**src/rtl/mem_pkg.sv**
```systemverilog
// Shared constants for the MEM stage: funct3 access ops and byte enables.
package mem_pkg;

  localparam logic [2:0] OP_B  = 3'b000;
  localparam logic [2:0] OP_H  = 3'b001;
  localparam logic [2:0] OP_W  = 3'b010;
  localparam logic [2:0] OP_BU = 3'b100;
  localparam logic [2:0] OP_HU = 3'b101;

  localparam logic [3:0] BE_NONE = 4'b0000;
  localparam logic [3:0] BE_B0   = 4'b0001;
  localparam logic [3:0] BE_LO   = 4'b0011;
  localparam logic [3:0] BE_HI   = 4'b1100;
  localparam logic [3:0] BE_ALL  = 4'b1111;

endpackage

```
**src/rtl/mem_access_stage_load_extend.sv**
```systemverilog
// Lane select and sign/zero extension of a data memory read word.
module load_extend
  import mem_pkg::*;
(
  input  logic [31:0] dout,
  input  logic [1:0]  addr,
  input  logic [2:0]  op,
  output logic [31:0] value
);

  logic [7:0]  b;
  logic [15:0] h;
  logic        sext;

  always_comb begin
    b     = dout[{addr, 3'b000} +: 8];
    h     = addr[1] ? dout[31:16] : dout[15:0];
    sext  = ~op[2];
    value = dout;
    unique case (op[1:0])
      2'b00:   value = {{24{b[7] & sext}}, b};
      2'b01:   value = {{16{h[15] & sext}}, h};
      default: value = dout;
    endcase
  end

endmodule

```
**src/rtl/mem_access_stage.sv**
```systemverilog
// MEM stage: drives dm, extracts load data, owns the MEM/WB register.
module mem_access_stage
  import mem_pkg::*;
#(
  parameter int DM_AW = 10
) (
  input  logic             clk,
  input  logic             rstn,
  input  logic             ex_valid,
  input  logic             ex_mem_read,
  input  logic             ex_mem_write,
  input  logic [2:0]       ex_mem_op,
  input  logic [31:0]      ex_addr,
  input  logic [31:0]      ex_store_data,
  input  logic [31:0]      ex_alu_result,
  input  logic             ex_reg_write,
  input  logic [4:0]       ex_rd,
  input  logic             stall,
  input  logic             flush,
  output logic             dm_we,
  output logic [DM_AW-1:0] dm_addr,
  output logic [3:0]       dm_be,
  output logic [31:0]      dm_din,
  input  logic [31:0]      dm_dout,
  output logic             wb_valid,
  output logic             wb_reg_write,
  output logic [4:0]       wb_rd,
  output logic [31:0]      wb_data,
  output logic             misalign,
  output logic [31:0]      misalign_addr
);

  logic        is_mem;
  logic        access;
  logic        is_h;
  logic        is_w;
  logic        misalign_c;
  logic        store_done;
  logic [31:0] ld_value;
  logic [31:0] wb_next;
  logic        unused_addr;

  assign unused_addr = ^ex_addr[31:DM_AW+2];

  assign is_mem = ex_mem_read | ex_mem_write;
  assign access = ex_valid & is_mem;
  assign is_w   = ex_mem_op[1];
  assign is_h   = (ex_mem_op[1:0] == 2'b01);

  // Only real memory ops can fault; ALU ops carry arbitrary op bits.
  assign misalign_c = is_mem &
    ((is_h & ex_addr[0]) | (is_w & (|ex_addr[1:0])));

  always_comb begin
    dm_be = BE_NONE;
    if (access & ~misalign_c) begin
      unique case (1'b1)
        is_w:    dm_be = BE_ALL;
        is_h:    dm_be = ex_addr[1] ? BE_HI : BE_LO;
        default: dm_be = BE_B0 << ex_addr[1:0];
      endcase
    end
  end

  assign dm_addr = ex_addr[DM_AW+1:2];
  assign dm_din  = ex_store_data;
  assign dm_we   = ex_valid & ex_mem_write & ~misalign_c
                 & ~flush & ~store_done;

  // Remembers that the stalled store already hit dm.
  always_ff @(posedge clk) begin
    if (!rstn)
      store_done <= 1'b0;
    else if (!stall)
      store_done <= 1'b0;
    else if (dm_we)
      store_done <= 1'b1;
  end

  load_extend u_load_extend (
    .dout  (dm_dout),
    .addr  (ex_addr[1:0]),
    .op    (ex_mem_op),
    .value (ld_value)
  );

  assign wb_next = ex_mem_read ? ld_value : ex_alu_result;

  always_ff @(posedge clk) begin
    if (!rstn) begin
      wb_valid      <= 1'b0;
      wb_reg_write  <= 1'b0;
      wb_rd         <= '0;
      wb_data       <= '0;
      misalign      <= 1'b0;
      misalign_addr <= '0;
    end else if (flush) begin
      wb_valid     <= 1'b0;
      wb_reg_write <= 1'b0;
      misalign     <= 1'b0;
    end else if (stall) begin
      misalign <= 1'b0;
    end else begin
      wb_valid     <= ex_valid;
      wb_reg_write <= ex_valid & ex_reg_write & ~misalign_c;
      wb_rd        <= ex_rd;
      wb_data      <= wb_next;
      misalign     <= ex_valid & misalign_c;
      if (ex_valid & misalign_c)
        misalign_addr <= ex_addr;
    end
  end

endmodule
```
**config.mk**
```make
export PLATFORM = sky130hd
export DESIGN_NAME = mem_access_stage
export DESIGN_NICKNAME = d
export VERILOG_FILES = /design/src/rtl/mem_pkg.sv /design/src/rtl/mem_access_stage_load_extend.sv /design/src/rtl/mem_access_stage.sv
export SDC_FILE = /design/constraint.sdc
export NUM_CORES = 1
export LEC_CHECK = 0
export ABC_AREA = 1
export ABC_CLOCK_PERIOD_IN_PS = 3300
export BUFFER_PORTS_ARGS = -buffer_cell sky130_fd_sc_hd__buf_2
export CORE_UTILIZATION = 35
export DETAILED_ROUTE_END_ITERATION = 6
export HOLD_SLACK_MARGIN = 0.08
export PLACE_DENSITY = 0.66
export REMOVE_ABC_BUFFERS = 1
export SETUP_SLACK_MARGIN = 0.4
export SLEW_MARGIN = 30
export SYNTH_ARGS = -nofsm -noshare
export SYNTH_HDL_FRONTEND = slang
export SYNTH_SLANG_ARGS = --single-unit
export TNS_END_PERCENT = 50
```
**constraint.sdc**
```tcl
create_clock -name clk -period 3.3 [get_ports clk]
set_clock_uncertainty 0.1 [all_clocks]
set_input_delay 0.165 -clock clk [delete_from_list [all_inputs] [get_ports clk]]
set_output_delay 0.165 -clock clk [all_outputs]
set_load 0.02 [all_outputs]
```
== Word-level counts from Yosys, hierarchy flattened ==
Cells that the tools add are included.
Word-level totals
  output and inout port bits: 119
  input bits: 144
  bits in registers: 73
Cells by class
  mux-type cells: 6
  bitwise operators: 22
  shift-type cells: 2
  eq/ne operators: 1
  reductions and logical operators: 7
Operator list (count)
  32-bit case mux with 2 select lines: 1
  32-bit two-way mux: 1
  32-bit by 6-bit indexed part select with 8-bit output: 1
  16-bit two-way mux: 1
  1-bit AND: 14
  4-bit two-way mux: 2
  4-bit case mux with 2 select lines: 1
  1-bit NOT: 6
  2-bit AND reduction: 2
  2-bit OR reduction: 2
  1-bit by 2-bit << shifter with 4-bit output, first input constant: 1
  3-bit AND reduction: 1
  3-bit OR reduction: 1
  2-bit by 1-bit == test with 1-bit output, second input constant: 1
  2-bit zero test: 1
  1-bit bitwise OR: 2

== Longest topological paths before layout ==
Gate-level depths: netlist of run 1.
  depth in word-level cells: 8
  gate-level depth with buffers: 10

== By module ==
A second synthesis of run 1 with hierarchy kept.
Unflattened totals
  cells, all modules: 648
  area, all modules: 4454.3 um^2
Modules (own cells, without submodules)
  mem_access_stage: times used 1, cells each 494, area an instance 3533.4 um^2
  load_extend: times used 1, cells each 154, area an instance 920.9 um^2

== Worst setup path after synthesis of run 1 ==
OpenSTA, ideal clock, no wires.
  kind: in2out
  start: input ex_mem_op[1]
  end: output dm_be[1]
  cell stages on the path: 5
  path buffers: 1
  setup slack: 1.766 ns
  data arrival time: 1.269 ns
  cell sequence: buf_2 > nor2_1 > nand2_1 > inv_1 > a211oi_1
On the way
  word-level cells in the longest chain between the ends: 7
  elaborated cells on any way between the ends: 9
  those cells by class: 1 x eq/ne; 2 x mux; 6 x bitwise
RTL lines
  from (decl): line mem_access_stage.sv:12  | input logic [2:0] ex_mem_op,
  2-bit by 1-bit == test with 1-bit output: line mem_access_stage.sv:48  | assign is_h = (ex_mem_op[1:0] == 2'b01);
  1-bit AND: line mem_access_stage.sv:52  | ((is_h & ex_addr[0]) | (is_w & (|ex_addr[1:0])));
  1-bit bitwise OR: line mem_access_stage.sv:52
  1-bit AND: line mem_access_stage.sv:51  | assign misalign_c = is_mem &
  1-bit NOT: line mem_access_stage.sv:56  | if (access & ~misalign_c) begin
  1-bit AND: line mem_access_stage.sv:56
  4-bit two-way mux *: line mem_access_stage.sv:56
  to (decl): line mem_access_stage.sv:22  | output logic [3:0] dm_be,
Every way passes the cells marked *; elsewhere a longest branch is shown, timed or not.

== Worst setup path in the final report of run 1 ==
  start: input ex_mem_op[1]
  end: register wb_reg_write
On the way
  word-level cells in the longest chain between the ends: 6
  elaborated cells on any way between the ends: 7
  those cells by class: 1 x eq/ne; 6 x bitwise
RTL lines
  2-bit by 1-bit == test with 1-bit output: line mem_access_stage.sv:48
  1-bit AND: line mem_access_stage.sv:52
  1-bit bitwise OR *: line mem_access_stage.sv:52
  1-bit AND *: line mem_access_stage.sv:51
  1-bit NOT *: line mem_access_stage.sv:105  | wb_reg_write <= ex_valid & ex_reg_write & ~misalign_c;
  1-bit AND *: line mem_access_stage.sv:105
  to (signal assigned): line mem_access_stage.sv:105
  to (decl): line mem_access_stage.sv:26  | output logic wb_reg_write,
Marks and branches as above.
A chain may end at the register's enable or synchronous reset.

==> summary.md, run 1 <==
| Metric | Value |
|---|---|
| Met3 WL post-DR | `1710 um` |
| Row cnt | `38` |
| Initial Utilization | `0.360` |
| Commonest cells after routing, fill and taps aside | `buf_2, nor2_1, nand2_1` |
| Worst-margin pin slew | `0.881 ns` |
| Core Region | `10800 um^2` |
| Vias in the first global route | `4310` |
| N_diodes | `0` |
| Internal power | `1.47 mW` |
| Final Hold Fails | `0` |
| Fin. max-slew vios | `0` |
| WHS | `0.0904 ns` |
| Final ANT Viol Nets | `0` |
| Library cells used by synthesis | `23` |
| First-pass GRT wire length | `21400 um` |
| Peak supply drop | `0.000175 V` |
| Total GRT Usage | `0.241` |
| Syn Area/Cell | `6.46 um^2` |
| Inst Count DP | `868` |
| Metal-1 WL | `6070 um` |
| Register bit total from synthesis | `73` |
| Iter 0 DRT Violations | `298` |
| Die height | `108 um` |
| CTS tree | `built` |
| Critical path required time | `3.44 ns` |
| Hold-fix buffers at CTS | `61` |
| Synth Warn # | `0` |
| Synth Instances | `604` |
| Area contributors post-synth | `dfxtp_1, nor2_1, nand2_1` |
| RSZ-0062 raised after global routing | `false` |
| Fin crit period | `2.15 ns` |
| Drt drc | `0` |
| Total number of vias | `4558` |
| Gr ovfl total | `0` |
| Overall power | `2.14 mW` |
| Largest area contributor in the netlist | `dfxtp_1` |
| Total Wirelength | `13900 um` |
| Final Wtd Congestion | `0.844` |
| Setup TNS | `0 ns` |
| Dpl ws | `0.999 ns` |
| Register area share after synthesis | `0.375` |
| Fillers | `1121` |
| Hold crit path type | `input port to flop` |
| # H-tree levels | `3` |
| Setup WS post-layout | `1.15 ns` |
| Clock power frac | `0.338` |
| Port Buffers | `198` |
| Final period utilization | `0.651` |
| Sequential Power Share | `0.439` |
| Endpoints failing setup | `0` |
| Leakage | `2.73 nW` |
| Clock buffer count from CTS | `9` |
| Layout cells sized above 1 | `0.284` |
| Status | `complete, no violations` |
| Area occupied by registers | `1460 um^2` |
| Post-CTS Resized | `0` |
| Die area | `11600 um^2` |
| Multi-input gate area | `1860 um^2` |
| I/O pins | `263` |
| Crit Path Max Fanout | `29` |
| CP Capture Type | `flop` |
| Worst-skew pair later-pin latency | `0.34 ns` |
| Fmax | `465 MHz` |
| Met2 WL post-DR | `5900 um` |
| Crit start category | `input port` |
| Layout Cells excl Fill | `945` |
| Final #Nets | `944` |
| Switching share of power | `0.311` |
| # clock sinks | `73` |
| Slew Limit Headroom | `0.413` |
| NetSw | `666 uW` |
| Area grow syn2layout | `38.9%` |
| Initial antenna violation count | `0` |
| Hpwl dp | `9800 um` |
| Power per standard cell area | `395 nW/um^2` |
| Clock transition at path regs | `0.08 ns` |
| Worst Setup Path Type | `input port to flop` |
| Max Buffers Root-to-Sink | `2` |
| Pin count of the biggest net entering global routing | `53` |
| Synth top area share | `0.375` |
| Post-Syn Area | `3900 um^2` |
| Wirelength per Cell | `14.7 um` |
| Die X | `108 um` |
| Postcts setup bufs | `0` |
| Drt first pass iters | `4` |
| Combinational share of power | `0.223` |
| Data arrival time of the worst path | `2.29 ns` |
| Commonest non-fill, non-tap cell in the layout | `buf_2` |
| Top Layer Used | `met5` |
| Maxcap violations | `0` |
| Vias per cell | `4.82` |
| Clock root buffer | `clkbuf_8` |
[routing by layer]
layer	vias up	global-route usage
li1	2289	-
met1	1976	0.297
met2	273	0.372
met3	18	0.109
met4	2	0.0665
met5	-	0.0429
[flip-flops by register name (all words and copies together) (netlist names)]
signal / count
wb_rd: 5
misalign_addr: 32
misalign: 1
wb_valid: 1
wb_data: 32
wb_reg_write: 1
store_done: 1
[critical path: stages]
cell and delay (ns):
buf_2 0.43, a21oi_1 0.09, nor2_1 0.22, inv_1 0.10
nand4_1 0.09, dlygate4sd3_1 0.58, a21oi_1 0.06, dlygate4sd3_1 0.54
[cells by family after synthesis]
| logic type | share of synthesized area |
|---|---|
| simple gates | 0.315 |
| flops | 0.375 |
| compound gates | 0.161 |
| buf+inv | 0.149 |
[final timing paths]
| kind | startpoint | end | slack (ns) | depth (start not counted) |
|---|---|---|---|---|
| max | ex_mem_op[1] | wb_reg_write | 1.15 | 8 |
| min | dm_dout[2] | wb_data[2] | 0.09 | 5 |
| max reg2reg | wb_valid | wb_valid | 2.03 | 3 |
| min reg2reg | wb_data[19] | wb_data[19] | 0.37 | 2 |
[through the flow]
| step | instance area (um^2) | utilization |
|---|---|---|
| final | 5420 | 0.500 |
| after floorplan | 3410 | - |
| after CTS | 5420 | 0.500 |
| after detailed placement | 4610 | 0.425 |
| after global placement | 4610 | 0.425 |
| after global routing | 5420 | 0.500 |
[final cells by class]
| type | instances | share of cell area |
|---|---|---|
| Clock inverter | 6 | 0.0125 |
| Multi-Input combinational cell | 428 | 0.343 |
| Clock buffer | 10 | 0.0236 |
| Inverter | 25 | 0.0173 |
| Timing Repair Buffer | 263 | 0.301 |
| Tap cell | 140 | 0.0323 |
| Sequential cell | 73 | 0.270 |
[power by group through the flow]
stage | combinational, mW | sequential [mW] | clock, mW
final | 0.477 | 0.938 | 0.723
after detailed placement | 0.420 | 0.958 | 0
after floorplan | 0.167 | 1.01 | 0
after global routing | 0.530 | 0.943 | 0.779
after CTS | 0.477 | 0.938 | 0.737
after global placement | 0.420 | 0.958 | 0
[cells in the mapped netlist]
cell type	n
a211oi_1	1
a21oi_1	63
a31oi_1	2
buf_2	11
buf_4	42
buf_6	3
clkbuf_1	22
clkinv_1	1
dfxtp_1	73
inv_1	18
inv_2	6
nand2_1	125
nand3_1	34
nand3_2	2
nand3b_1	1
nand4_1	3
nor2_1	135
nor3_1	1
nor3b_1	1
o21ai_0	15
o21ai_1	36
o21bai_1	5
or2_2	4
(Power assumes the default switching activity.)
==> run 2, diff against run 1 <==
- ABC_CLOCK_PERIOD_IN_PS: 3300 -> 2000
- clock period: 3.3 -> 2 ns (I/O delays scaled with it)
==> summary.md, run 2 (same netlist as run 1, synthesis figures left out) <==
| Metric | Value |
|---|---|
| Status | `complete, no violations` |
| Final Wtd Congestion | `0.896 (+6.3%)` |
| CTS tree | `built` |
| Gr ovfl total | `0 (unchanged)` |
| Total Wirelength | `15100 um (+8.7%)` |
| Max Buffers Root-to-Sink | `2 (unchanged)` |
| Iter 0 DRT Violations | `293 (-1.7%)` |
| Clock transition at path regs | `0.09 ns (about the same)` |
| Vias per cell | `4.93 (+2.2%)` |
| Critical path required time | `2.20 ns (-1.24 ns)` |
| Data arrival time of the worst path | `1.82 ns (-0.47 ns)` |
| Inst Count DP | `876 (+0.92%)` |
| Placement Cell Area | `4680 um^2 (+1.6%)` |
| Power per standard cell area | `622 nW/um^2 (+57%)` |
| Drt drc | `0 (unchanged)` |
| Commonest cells after routing, fill and taps aside | `buf_2, nor2_1, nand2_1` |
| Final period utilization | `0.809` |
| Max stage delay cell, worst path | `dlygate4sd3_1` |
| Initial Utilization | `0.360 (unchanged)` |
| Hold crit path type | `input port to flop` |
| Final ANT Viol Nets | `0 (unchanged)` |
| Layout Cells excl Fill | `1005 (+6.3%)` |
| # H-tree levels | `3 (unchanged)` |
| Vias in the first global route | `4777 (+11%)` |
| Top Registers | `misalign_addr x32, wb_data x32, wb_rd x5` |
| Area grow syn2layout | `55.3%` |
| Cell chain of the critical path | `buf_2 -> dlygate4sd3_1 -> or2_2 -> a21oi_1 -> dlygate4sd3_1` |
| Die X | `108 um (unchanged)` |
| Postcts setup bufs | `0 (unchanged)` |
| Core Region | `10800 um^2 (unchanged)` |
| CP Capture Type | `flop` |
| Crit start category | `input port` |
| Hpwl dp | `10100 um (+3.5%)` |
| N_diodes | `0 (unchanged)` |
| Design area | `6060 um^2 (+12%)` |
| Commonest non-fill, non-tap cell in the layout | `buf_2` |
| M1 GR Usage | `0.290 (-0.00725)` |
| Endpoints failing setup | `0 (unchanged)` |
| RSZ-0062 raised after global routing | `true` |
| Leakage | `3.00 nW (+9.6%)` |
| Total number of vias | `4956 (+8.7%)` |
| Port Buffers | `198 (unchanged)` |
| Crit Path Max Fanout | `3 (-90%)` |
| Maxcap violations | `0 (unchanged)` |
| Drt first pass iters | `6 (+2)` |
| Fin. max-slew vios | `0 (unchanged)` |
| Crit-path max cell delay | `0.59 ns (about the same)` |
| Peak supply drop | `0.000421 V (+140%)` |
| Final #Nets | `1004 (+6.4%)` |
| Wirelength per Cell | `15.1 um (+2.2%)` |
| First-pass GRT wire length | `23200 um (+8.6%)` |
| Die height | `108 um (unchanged)` |
| Initial antenna violation count | `0 (unchanged)` |
| Clock buffer count from CTS | `9 (unchanged)` |
| Pin count of the biggest net entering global routing | `53 (unchanged)` |
| Layout cells sized above 1 | `0.277 (-0.00702)` |
| Slew Limit Headroom | `0.610 (+0.197)` |
| # clock sinks | `73 (unchanged)` |
| GRT Max-Usage Layer | `met2` |
| Die area | `11600 um^2 (unchanged)` |
| M2 GR Usage | `0.435 (+0.0627)` |
| Worst-margin pin slew | `0.581 ns (-0.300 ns)` |
| Total GRT Usage | `0.260 (+0.0191)` |
| Worst-skew pair later-pin latency | `0.35 ns (about the same)` |
| Row cnt | `38 (unchanged)` |
| Clock root buffer | `clkbuf_8` |
| Fmax | `618 MHz` |
| Final Hold Fails | `0 (unchanged)` |
| I/O pins | `263 (unchanged)` |
| Most used cell, CP | `dlygate4sd3_1` |
| Setup TNS | `0 ns (unchanged)` |
| Worst Setup Path Type | `input port to flop` |
| M3 GR Usage | `0.119 (+0.00969)` |
| Fin crit period | `1.62 ns` |
[run 2: final timing paths]
| kind | slack (ns) | startpoint | end | depth (start not counted) |
|---|---|---|---|---|
| min | 0.09 | dm_dout[31] | wb_data[31] | 5 |
| max | 0.38 | flush | wb_valid | 5 |
| max reg2reg | 0.64 | wb_valid | wb_valid | 3 |
| min reg2reg | 0.36 | wb_data[18] | wb_data[18] | 2 |
[run 2: critical path, delay by kind of cell]
kind                   cells  cell delay, ns
and+or+nand+nor            1            0.30
AOI/OAI and AO/OA          1            0.17
buffers and inverters      3            1.24
[run 2: metal layers]
metal	up-vias	wire length (um)
met5	-	57
met4	2	255
met3	26	1690
met2	281	6940
met1	2235	6190
li1	2412	-
[run 2: layout make-up]
class / instances / area (um^2)
Fill cell: 1041 / 4780
Timing Repair Buffer: 323 / 2240
Multi-Input combinational cell: 428 / 1870
Sequential cell: 73 / 1460
Tap cell: 140 / 175
Clock buffer: 10 / 128
Inverter: 25 / 98.8
Clock inverter: 6 / 91.3
[run 2: repair_timing]
| item | 4_1_cts | 5_1_grt |
|---|---|---|
| endpoints found under the hold margin | 72 | 0 |
| endpoints found under the setup margin | 0 | 9 |
| hold buffers | 113 | 0 |
| gates resized for setup | 0 | 10 |
[run 2: stage by stage]
| step | power [mW] | setup slack [ns] | util | hold slack [ns] |
|---|---|---|---|---|
| floorplan | 1.94 | -0.198 | - | 0.100 |
| finish | 3.76 | 0.382 | 0.559 | 0.0915 |
| global route | 3.94 | 0.332 | 0.559 | 0.100 |
| detailed placement | 2.29 | 0.304 | 0.432 | 0.100 |
| global placement | 2.29 | 0.332 | 0.432 | 0.100 |
| CTS | 3.78 | 0.425 | 0.556 | 0.0817 |
[run 2: power by group]
part	internal (mW)	switching [mW]
Clock	0.707	0.613
Combinational	0.412	0.484
Sequential	1.52	0.0305
Total	2.64	1.13
